### config.mk
export PLATFORM = sky130hd
export DESIGN_NAME = l2_req_arbiter
export DESIGN_NICKNAME = d
export VERILOG_FILES = /design/src/rtl/arb_pkg.sv /design/src/rtl/arb_age_counter.sv /design/src/rtl/l2_req_arbiter.sv
export SDC_FILE = /design/constraint.sdc
export NUM_CORES = 1
export LEC_CHECK = 0
export ABC_AREA = 1
export ABC_CLOCK_PERIOD_IN_PS = 5300
export CORE_AREA = 5 5 544 546
export CTS_CLUSTER_DIAMETER = 120
export DETAILED_ROUTE_END_ITERATION = 7
export DIE_AREA = 0 0 549 551
export HOLD_SLACK_MARGIN = 0.1
export SYNTH_ARGS = -nofsm -noshare
export SYNTH_HDL_FRONTEND = slang
export SYNTH_HIERARCHICAL = 1
export SYNTH_SLANG_ARGS = --single-unit
### constraint.sdc
create_clock -name clk -period 5.3 [get_ports clk]
set_clock_uncertainty 0.2 [all_clocks]
set_input_delay 1.06 -clock clk [delete_from_list [all_inputs] [get_ports clk]]
set_output_delay 1.06 -clock clk [all_outputs]
set_load 0.02 [all_outputs]
### src/rtl/arb_pkg.sv
// Shared types and default widths for the L2 request arbiter.
package arb_pkg;

    localparam int ADDR_W = 32;
    localparam int LINE_W = 256;

    typedef enum logic [1:0] {
        IDLE    = 2'd0,
        SERVE_I = 2'd1,
        SERVE_D = 2'd2,
        DONE    = 2'd3
    } arb_state_t;

    typedef enum logic [1:0] {
        NONE = 2'd0,
        RD   = 2'd1,
        WR   = 2'd2
    } arb_op_t;

endpackage

### src/rtl/arb_age_counter.sv
// Saturating count of D grants taken while the I-cache was left waiting.
module arb_age_counter (
    input  logic       clk,
    input  logic       reset_n,
    input  logic       inc,
    input  logic       clr,
    input  logic [3:0] limit,
    output logic       starved,
    output logic [3:0] cnt_o
);

    logic [3:0] cnt_q;
    logic [3:0] cnt_d;

    // next count: clear wins, increment stops at the limit
    always_comb begin
        cnt_d = cnt_q;
        if (clr) begin
            cnt_d = 4'd0;
        end else if (inc && (cnt_q < limit)) begin
            cnt_d = cnt_q + 4'd1;
        end else begin
            cnt_d = cnt_q;
        end
    end

    // count register
    always_ff @(posedge clk or negedge reset_n) begin
        if (!reset_n) begin
            cnt_q <= 4'd0;
        end else begin
            cnt_q <= cnt_d;
        end
    end

    assign starved = (cnt_q >= limit);
    assign cnt_o   = cnt_q;

endmodule

### src/rtl/l2_req_arbiter.sv
// Shares the L2 CPU-side port between I-cache and D-cache: D has priority,
// an aging counter forces I through after STARVE_LIMIT consecutive D wins.
module l2_req_arbiter
    import arb_pkg::*;
#(
    parameter int ADDR_W       = arb_pkg::ADDR_W,
    parameter int LINE_W       = arb_pkg::LINE_W,
    parameter int STARVE_LIMIT = 4
) (
    input  logic                clk,
    input  logic                reset_n,
    input  logic                i_read_i,
    input  logic [ADDR_W-1:0]   i_address,
    output logic [LINE_W-1:0]   i_line_o,
    output logic                i_resp_o,
    input  logic                d_read_i,
    input  logic                d_write_i,
    input  logic [ADDR_W-1:0]   d_address,
    input  logic [LINE_W-1:0]   d_line_i,
    output logic [LINE_W-1:0]   d_line_o,
    output logic                d_resp_o,
    output logic                read_o,
    output logic                write_o,
    output logic [ADDR_W-1:0]   address_o,
    output logic [LINE_W-1:0]   data_o,
    output logic [LINE_W/8-1:0] mem_byte_en,
    input  logic [LINE_W-1:0]   data_i,
    input  logic                resp_i,
    output logic                stall
);

    localparam logic [3:0] LIMIT = 4'(STARVE_LIMIT);

    arb_state_t          state_q, state_d;
    arb_op_t             op_q, op_d;
    logic [ADDR_W-1:0]   addr_q, addr_d;
    logic [LINE_W-1:0]   data_q, data_d;
    logic                d_req_s;
    logic                grant_i_s;
    logic                grant_d_s;
    logic                starved_s;
    logic [3:0]          starve_cnt_s;
    logic                age_inc_s;
    logic                age_clr_s;

    assign d_req_s = d_read_i | d_write_i;

    // grant decision and request latching; a simultaneous read+write is a write
    always_comb begin
        state_d   = state_q;
        op_d      = op_q;
        addr_d    = addr_q;
        data_d    = data_q;
        grant_i_s = 1'b0;
        grant_d_s = 1'b0;
        case (state_q)
            IDLE: begin
                if (d_req_s && !starved_s) begin
                    grant_d_s = 1'b1;
                end else if (i_read_i) begin
                    grant_i_s = 1'b1;
                end else if (d_req_s) begin
                    grant_d_s = 1'b1;
                end else begin
                    grant_d_s = 1'b0;
                end
                if (grant_d_s) begin
                    state_d = SERVE_D;
                    addr_d  = d_address;
                    op_d    = d_write_i ? WR : RD;
                    data_d  = d_write_i ? d_line_i : {LINE_W{1'b0}};
                end else if (grant_i_s) begin
                    state_d = SERVE_I;
                    addr_d  = i_address;
                    op_d    = RD;
                    data_d  = {LINE_W{1'b0}};
                end else begin
                    state_d = IDLE;
                end
            end
            SERVE_I, SERVE_D: begin
                if (resp_i) begin
                    state_d = DONE;
                    op_d    = NONE;
                end else begin
                    state_d = state_q;
                end
            end
            DONE: begin
                state_d = IDLE;
            end
            default: begin
                state_d = IDLE;
                op_d    = NONE;
            end
        endcase
    end

    // FSM and latched downstream request
    always_ff @(posedge clk or negedge reset_n) begin
        if (!reset_n) begin
            state_q <= IDLE;
            op_q    <= NONE;
            addr_q  <= {ADDR_W{1'b0}};
            data_q  <= {LINE_W{1'b0}};
        end else begin
            state_q <= state_d;
            op_q    <= op_d;
            addr_q  <= addr_d;
            data_q  <= data_d;
        end
    end

    // I only ages while it is actually waiting; any idle cycle without it resets the age
    assign age_inc_s = grant_d_s & i_read_i;
    assign age_clr_s = grant_i_s | ((state_q == IDLE) & ~i_read_i);

    arb_age_counter u_age (
        .clk     (clk),
        .reset_n (reset_n),
        .inc     (age_inc_s),
        .clr     (age_clr_s),
        .limit   (LIMIT),
        .starved (starved_s),
        .cnt_o   (starve_cnt_s)
    );

    assign read_o      = (op_q == RD);
    assign write_o     = (op_q == WR);
    assign address_o   = addr_q;
    assign data_o      = data_q;
    assign mem_byte_en = {(LINE_W/8){1'b1}};

    assign i_resp_o = (state_q == SERVE_I) & resp_i;
    assign d_resp_o = (state_q == SERVE_D) & resp_i;
    assign i_line_o = i_resp_o ? data_i : {LINE_W{1'b0}};
    assign d_line_o = d_resp_o ? data_i : {LINE_W{1'b0}};

    assign stall = (state_q != IDLE) | i_read_i | d_req_s;

endmodule
# --- Word level (Yosys, flattened, before mapping) ---
# Cells that the tools add are included.
word_totals:
  reg_bits: 296
  inputBits: 582
  word_cells: 62
classes:
  addsub: 1
  n_lt_le_gt_ge: 2
  n_eq_ne: 7
  muxes: 27
  bitwise_logic: 9
  reduce_logical: 11
op_table:
  columns: ["op", "n"]
  rows:
  - ["two-way mux 256 bit", 5]
  - ["two-way mux 32 bit", 2]
  - ["two-way mux 2 bit", 6]
  - ["two-way mux 1 bit", 10]
  - ["two-way mux 4 bit", 2]
  - ["nonzero test 2 bit", 4]
  - ["equality test 2 bit (second input constant)", 3]
  - ["case mux 2 bit (3 select lines)", 1]
  - ["adder 4 x 1 -> 4 bit (second input constant)", 1]
  - ["AND 1 bit", 4]
  - ["equality test 2 x 1 -> 1 bit (second input constant)", 2]
  - ["greater-or-equal comparator 4 x 3 -> 1 bit (second input constant)", 1]
  - ["< comparator 4 x 3 -> 1 bit (second input constant)", 1]
  - ["OR 1 bit", 4]
  - ["case mux 2 bit (2 select lines)", 1]
  - ["!= test 3 bit (second input constant)", 1]
  - ["AND reduction 3 bit", 1]
  - ["logical AND 1 bit", 2]
  - ["logical NOT 2 bit", 1]
  - ["!= test 2 bit (second input constant)", 1]
  - ["AND reduction 2 bit", 1]
  - ["OR reduction 2 bit", 1]
  - ["logical NOT 1 bit", 1]
  - ["NOT 1 bit", 1]

# --- Depth between registers and ports, before layout ---
# Gate-level depths: netlist of the first run.
logic_depth:
  word_depth: 10
  depth_mapped: 15
  depth_no_buf: 15

# --- Modules after synthesis ---
# Netlist of the first run, hierarchy kept.
by_module_without_submodules:
  columns: ["mod", "n_inst", "cells_each", "area_each_um2", "seq_area_each_um2"]
  rows:
  - ["l2_req_arbiter", 1, 2808, 17296.6, 7307.0]
  - ["arb_age_counter", 1, 48, 376.6, 100.1]

# --- Worst setup path before layout of the first run ---
# OpenSTA, ideal clock, no wires.
synth_path:
  path_type: "input to output"
  from: "input resp_i"
  to: "output d_resp_o"
  arrival_ns: 1.902
  t_required_ns: 4.040
  setup_slack_ns: 2.138
  cell_stages: 4
  path_buffers: 2
  path_cell_list: "nand2_1 clkbuf_1 buf_1 inv_1"
synth_via:
  elab_chain_cells: 1
synth_lines:
  columns: ["element", "line", "text"]
  rows:
  - ["start: declaration", "l2_req_arbiter.sv:28", "input logic resp_i,"]
  - ["AND 1 bit", "l2_req_arbiter.sv:135", "assign d_resp_o = (state_q == SERVE_D) & resp_i;"]
  - ["end: declaration", "l2_req_arbiter.sv:21", "output logic d_resp_o,"]
# Every way passes these cells.

# --- Final worst setup path of the first run ---
layout_path:
  from: "input resp_i"
  to: "output d_line_o[130]"
layout_via:
  elab_chain_cells: 2
layout_lines:
  columns: ["element", "line", "text"]
  rows:
  - ["AND 1 bit", "l2_req_arbiter.sv:135", null]
  - ["two-way mux 256 bit", "l2_req_arbiter.sv:137", "assign d_line_o = d_resp_o ? data_i : {LINE_W{1'b0}};"]
  - ["end: declaration", "l2_req_arbiter.sv:20", "output logic [LINE_W-1:0] d_line_o,"]
# Every way passes these cells.

==> results of run 1 <==
cell type report:
class	instances	area (µm²)
Clock inverter	22	308
Fill cell	33699	252000
Clock buffer	48	1060
Sequential cell	296	7410
Antenna cell	10	25.0
Inverter	600	2270
Timing Repair Buffer	1436	14700
Tap cell	3900	4880
Multi-Input combinational cell	1807	7060
Yosys cell counts (2+ instances only):
library cell | n | area (µm²)
buf_4 | 37 | 278
buf_1 | 6 | 22.5
nand3_1 | 74 | 370
nand2_4 | 2 | 22.5
nand2_2 | 4 | 25.0
o21ai_0 | 2 | 10.0
nand2_1 | 890 | 3340
buf_6 | 25 | 282
dfrtp_1 | 296 | 7410
ha_1 | 9 | 113
buf_2 | 60 | 300
nor2_1 | 779 | 2920
a21oi_1 | 4 | 20.0
inv_1 | 595 | 2230
clkbuf_1 | 59 | 221
inv_2 | 4 | 15.0
conb_1 | 2 | 7.51
power by group:
group	leakage (µW)	internal [µW]	switching, µW
Clock	0.000670	1700	1230
Sequential	0.00385	3080	436
Combinational	0.0136	3610	6440
Total	0.0181	8390	8100
kinds of logic (layout without fill, tap and decap cells):
| kind of cell | after synthesis | after routing | synth area share |
|---|---|---|---|
| AOI/OAI and AO/OA | 9 | 9 | 0.00311 |
| other | 2 | 46 | 0.000425 |
| adders and majority gates | 9 | 9 | 0.00637 |
| DFF | 296 | 296 | 0.419 |
| buffers and inverters | 787 | 2106 | 0.191 |
| and+or+nand+nor | 1752 | 1752 | 0.380 |
| xor gates and xnor gates | 1 | 1 | 0.000496 |
registers in the layout, indices dropped and copies added, names as in the netlist:
register     cells
address_o       32
u_age/cnt_o      4
op_q             2
state_q          2
data_o         256
per-layer routing:
metal	GRT usage	vias up	wire [µm]
li1	-	10582	-
met1	0.140	10554	76300
met2	0.204	1277	90900
met3	0.0480	312	19500
met4	0.0324	6	6110
met5	0.00422	-	209
worst register-to-register path: stages (launching register included):
cell     delay (ns)
dfrtp_1        0.44
ha_1           0.30
nand2_1        0.08
inv_2          0.04
nand2_2        0.08
nand3_1        0.11
nand2_2        0.62
nand2_4        0.39
buf_12         0.31
buf_12         0.29
nor2_1         0.15
nand2_1        0.10
nand2_1        0.10
worst min-delay path by stage:
stage / from / endpoint / slack (ns) / cells past startpoint
final: reset_n / data_o[208] / 0.22 / 1
after global routing: reset_n / data_o[216] / 0.21 / 1
after CTS: reset_n / data_o[216] / 0.16 / 1
after detailed placement: data_o[216] / data_o[216] / 0.26 / 2
after global placement: data_o[195] / data_o[195] / 0.25 / 2
after floorplan: op_q[0] / op_q[0] / 0.26 / 2
metrics by stage:
stage | area [µm²] | cells
finish | 37700 | 8119
global route | 37700 | 8119
CTS | 37600 | 8109
detailed placement | 36300 | 8039
global placement | 36300 | 8039
floorplan | 17800 | 2890
==> results.md, run 1 <==
* Pwr Density at 438 mW/mm²
* Iteration-0 DRC Markers at 1,449
* Async set or reset register ratio after synthesis at 1.00
* Commonest non-fill, non-tap cell in the layout: clkdlybuf4s50_1
* CTS Sinks at 296
* Worst path depth at 6
* Crit path max-delay family: buffers and inverters
* # hold bufs at CTS at 0
* CP max stage delay at 0.65 ns
* Setup bufs post-CTS at 0
* Die area at 0.302 mm²
* Distinct cells, synth at 25
* Worst-path cell chain: clkdlybuf4s50_1 -> nand2_4 -> buf_12 -> buf_4 -> nor2_1 -> clkdlybuf4s50_1
* Drt first pass iters at 5
* Final WL at 193,000 µm
* Status: finished, final reports clean
* Synth Register Bits at 296
* CTS H-tree lvls at 2
* Routability cong. at 0.914
* Area Overhead vs Synth at 113%
* Post-Synthesis Cell Area at 0.0177 mm²
* Initial antenna violation count at 114
* Leak at 0.0181 µW
* Max Fclk at 0.222 GHz
* Number of global-route vias before repair at 22,088
* Reg-to-Reg End: data_o[196]
* Port Buffers at 1,386
* First-pass GRT wire length at 237,000 µm
* Dpl hpwl at 173,000 µm
* Worst path arrival time at 3.25 ns
* YS warnings at 6
* Slew headroom at 0.394
* Drt drc at 0
* Reg2reg setup slack at 1.96 ns
* WP data required at 4.04 ns
* Slew Limit Fails at 0
* Num CTS Buffers at 40
* Critical Path End Type: output pin
* Die Span Y at 551 µm
* RSZ-0062 raised after global routing: no
* Nets at 4,772
* Final Util at 0.130
* DP Worst Slack at 0.784 ns
* Commonest non-fill, non-tap cells in the layout: clkdlybuf4s50_1 (1,232), nand2_1 (887), nor2_1 (779)
* Post_cts resized at 0
* Final Hold Viols at 0
* Root Buffer: clkbuf_16
* Clock Latency Late Sink at 0.64 ns
* Buf/Inv on CP at 4
* Total negative setup slack at 0 ns
* Crit path from: resp_i
* Gate count of the mapped netlist at 2,856
* Top-level port count at 1,419
* Overall power at 16,500 µW
* Crit Path Class: in2out
* Die X at 549 µm
* Worst-path maximum fanout at 32
* Vias per cell at 2.80
* Clk pin slew, worst setup/hold paths at 0.06 ns
* Vias at 22,731
* # setup viols final at 0
* Worst slew pin tran at 0.909 ns
* CP most frequent cell: clkdlybuf4s50_1
* CP Launch Type: input pin
* Starting density of the core at 0.0609
* Core area at 0.290 mm²
* Critical Path Slowest Stage Cell: clkdlybuf4s50_1
* Maximum vdd drop at 0.270 mV
* GRT Total Usage at 0.120
* Worst Setup Slack, final at 0.786 ns
* Final period util at 0.852
* Syn Area/Cell at 6.19 µm²
* Maxcap violations at 0
* Largest net degree at the start of global routing at 93
* CTS Buffer Depth at 3
* R2R cell count at 12
* Hold Slack at 0.215 ns
* Worst min-delay path class: in2async
* Layout cell share with drive strength beyond 1 at 0.0684
* Remaining global-route overflow at 0
* CP endpoint: d_line_o[130]
* Post-synth EDFFs at 0
* Worst R2R Start: u_age/cnt_o[2]
* Std-Cell Rows at 198
* Routed len/inst at 23.8 µm
* ANT nets after route at 0
* Top_reg_cell synth: dfrtp_1
* CTS tree: yes
* Minimum clock period at 4.51 ns
* Seq/Total Area, Yosys at 0.419
Note: power is estimated with default switching activity, not from simulation.
==> inputs of run 2 (changes only) <==
--- a/config.mk
+++ b/config.mk
@@ -11,6 +11,8 @@
 export CTS_CLUSTER_DIAMETER = 120
 export DETAILED_ROUTE_END_ITERATION = 7
 export DIE_AREA = 0 0 549 551
+export GPL_ROUTABILITY_DRIVEN = 1
+export GPL_TIMING_DRIVEN = 0
 export HOLD_SLACK_MARGIN = 0.1
 export SYNTH_ARGS = -nofsm -noshare
 export SYNTH_HDL_FRONTEND = slang
==> results.md, run 2 (same netlist as run 1, synthesis figures left out) <==
* Routability cong. at 0.988
* Initial antenna violation count at 60
* Slew Limit Fails at 0
* Final period util at 0.967
* Vias per cell at 2.82
* Critical Path End Type: output pin
* Num CTS Buffers at 38
* Iteration-0 DRC Markers at 1,772
* Clock Latency Late Sink at 0.61 ns
* Vias at 23,321
* Met1 Use GR at 0.133
* Status: finished, final reports clean
* # setup viols final at 0
* GRT busiest layer: met2
* CTS H-tree lvls at 2
* Largest net degree at the start of global routing at 101
* Worst R2R Start: u_age/cnt_o[1]
* Placed cell area at 0.0366 mm²
* Die area at 0.302 mm²
* DP Worst Slack at -1.21 ns
* Clk pin slew, worst setup/hold paths at 0.05 ns
* Commonest non-fill, non-tap cell in the layout: clkdlybuf4s50_1
* Remaining global-route overflow at 0
* Min-Delay Path Depth at 2
* Worst-path cell chain: clkdlybuf4s50_1 -> nand2_4 -> clkbuf_2 -> clkdlybuf4s15_2 -> nor2_1 -> clkdlybuf4s50_1
* RSZ-0062 raised after global routing: no
* Port Buffers at 1,386
* CP most frequent cell: clkdlybuf4s50_1
* Worst slew pin tran at 1.00 ns
* GRT Total Usage at 0.126
* Area Overhead vs Synth at 115%
* Worst path arrival time at 3.86 ns
* Pwr Density at 445 mW/mm²
* Met3 Usage GRT at 0.0629
* Worst-path maximum fanout at 10
* Final Hold Viols at 0
* Worst Setup Slack, final at 0.177 ns
* Maxcap violations at 0
* Core area at 0.290 mm²
* Dpl hpwl at 185,000 µm
* Hold Slack at 0.267 ns
* Hold path startpoint: data_o[5]
* Layout cell share with drive strength beyond 1 at 0.0479
* Minimum clock period at 5.12 ns
* Starting density of the core at 0.0609
* Final Instance Count excl. Fillers at 8,259
* Root Buffer: clkbuf_16
* Final WL at 202,000 µm
* First-pass GRT wire length at 246,000 µm
* Reg-to-Reg End: data_o[214]
* Die Span Y at 551 µm
* Std-Cell Rows at 198
* Leak at 0.0180 µW
* Commonest non-fill, non-tap cells in the layout: clkdlybuf4s50_1 (1,380), nand2_1 (888), nor2_1 (779)
* CTS Sinks at 296
* FILL cells at 33,571
* Cells after DPL at 8,178
* Nets at 4,909
* Max reg flops at 256
* Drt first pass iters at 5
* Reg2reg setup slack at 1.96 ns
* ANT nets after route at 0
* Worst min-delay path class: reg2reg
* # hold bufs at CTS at 0
* Routed len/inst at 24.5 µm
* Design area at 0.0379 mm²
* Met2 global-route usage at 0.211
* Critical Path Slowest Stage Cell: clkdlybuf4s50_1
* R2R cell count at 12
* Crit Path Class: in2out
* Die X at 549 µm
* Slew headroom at 0.330
* CP Launch Type: input pin
* Top-level port count at 1,419
* Drt drc at 0
* Number of global-route vias before repair at 22,821
* Max Fclk at 0.195 GHz
* Hold endpoint: data_o[5]
* WP data required at 4.04 ns
* Total negative setup slack at 0 ns
* CP max stage delay at 0.90 ns
* CTS tree: yes
* Maximum vdd drop at 0.214 mV
* CTS Buffer Depth at 3
[run 2: cell count changes in the layout (fill, tap and decap cells not counted), sizes merged, moves of 5 or more]
cell / before / now
buf: 204 / 129
clkbuf: 48 / 114
clkdlybuf4s50: 1232 / 1380
dlygate4sd2: 0 / 5
inv: 606 / 601
[run 2: how the worst max path moves through the flow]
stage | start | end | slack (ns) | cells past startpoint
finish | resp_i | d_line_o[240] | 0.18 | 6
global route | resp_i | d_line_o[98] | 0.05 | 6
CTS | resp_i | d_line_o[97] | 0.02 | 6
detailed placement | resp_i | i_line_o[58] | -1.21 | 6
global placement | reset_n | address_o[21] | -11.81 | 1
floorplan | resp_i | d_resp_o | 2.14 | 4
[run 2: timing repair]
item,CTS,global route
gates resized for setup,21,0
setup buffers,0,0
endpoints found under the setup margin,417,0
[run 2: cell type report]
type,count,area (µm²),area share
Tap cell,3900,4880,0.129
Sequential cell,296,7410,0.195
Antenna cell,13,32.5,0.000858
Clock buffer,55,1070,0.0283
Multi-Input combinational cell,1807,7040,0.186
Inverter,600,2270,0.0597
Timing Repair Buffer,1388,13900,0.367
Clock inverter,13,173,0.00455
Buffer,187,1130,0.0298
[run 2: power by group]
part | internal [µW] | leakage, µW | switching [µW] | total (µW)
Sequential | 3080 | 0.00385 | 453 | 3530
Combinational | 3710 | 0.0135 | 6960 | 10700
Clock | 1520 | 0.000607 | 1150 | 2680
Total | 8310 | 0.0180 | 8570 | 16900
[run 2: worst max-delay path: cells and delay by family]
family / cells / cell delay, ns
buffers and inverters: 4 / 2.33
and+or+nand+nor: 2 / 0.42
[run 2: through the flow]
step / power (µW) / util
finish: 16900 / 0.131
floorplan: 8070 / -
global route: 18000 / 0.131
CTS: 17300 / 0.131
detailed placement: 14500 / 0.126
global placement: 14500 / 0.126
[run 2: routing by layer]
layer	vias up	share of wire	routed length, µm
met3	266	0.12	24600
met4	14	0.050	10100
met2	1297	0.47	94100
li1	10883	-	-
met5	-	0.0016	333
met1	10861	0.36	73100
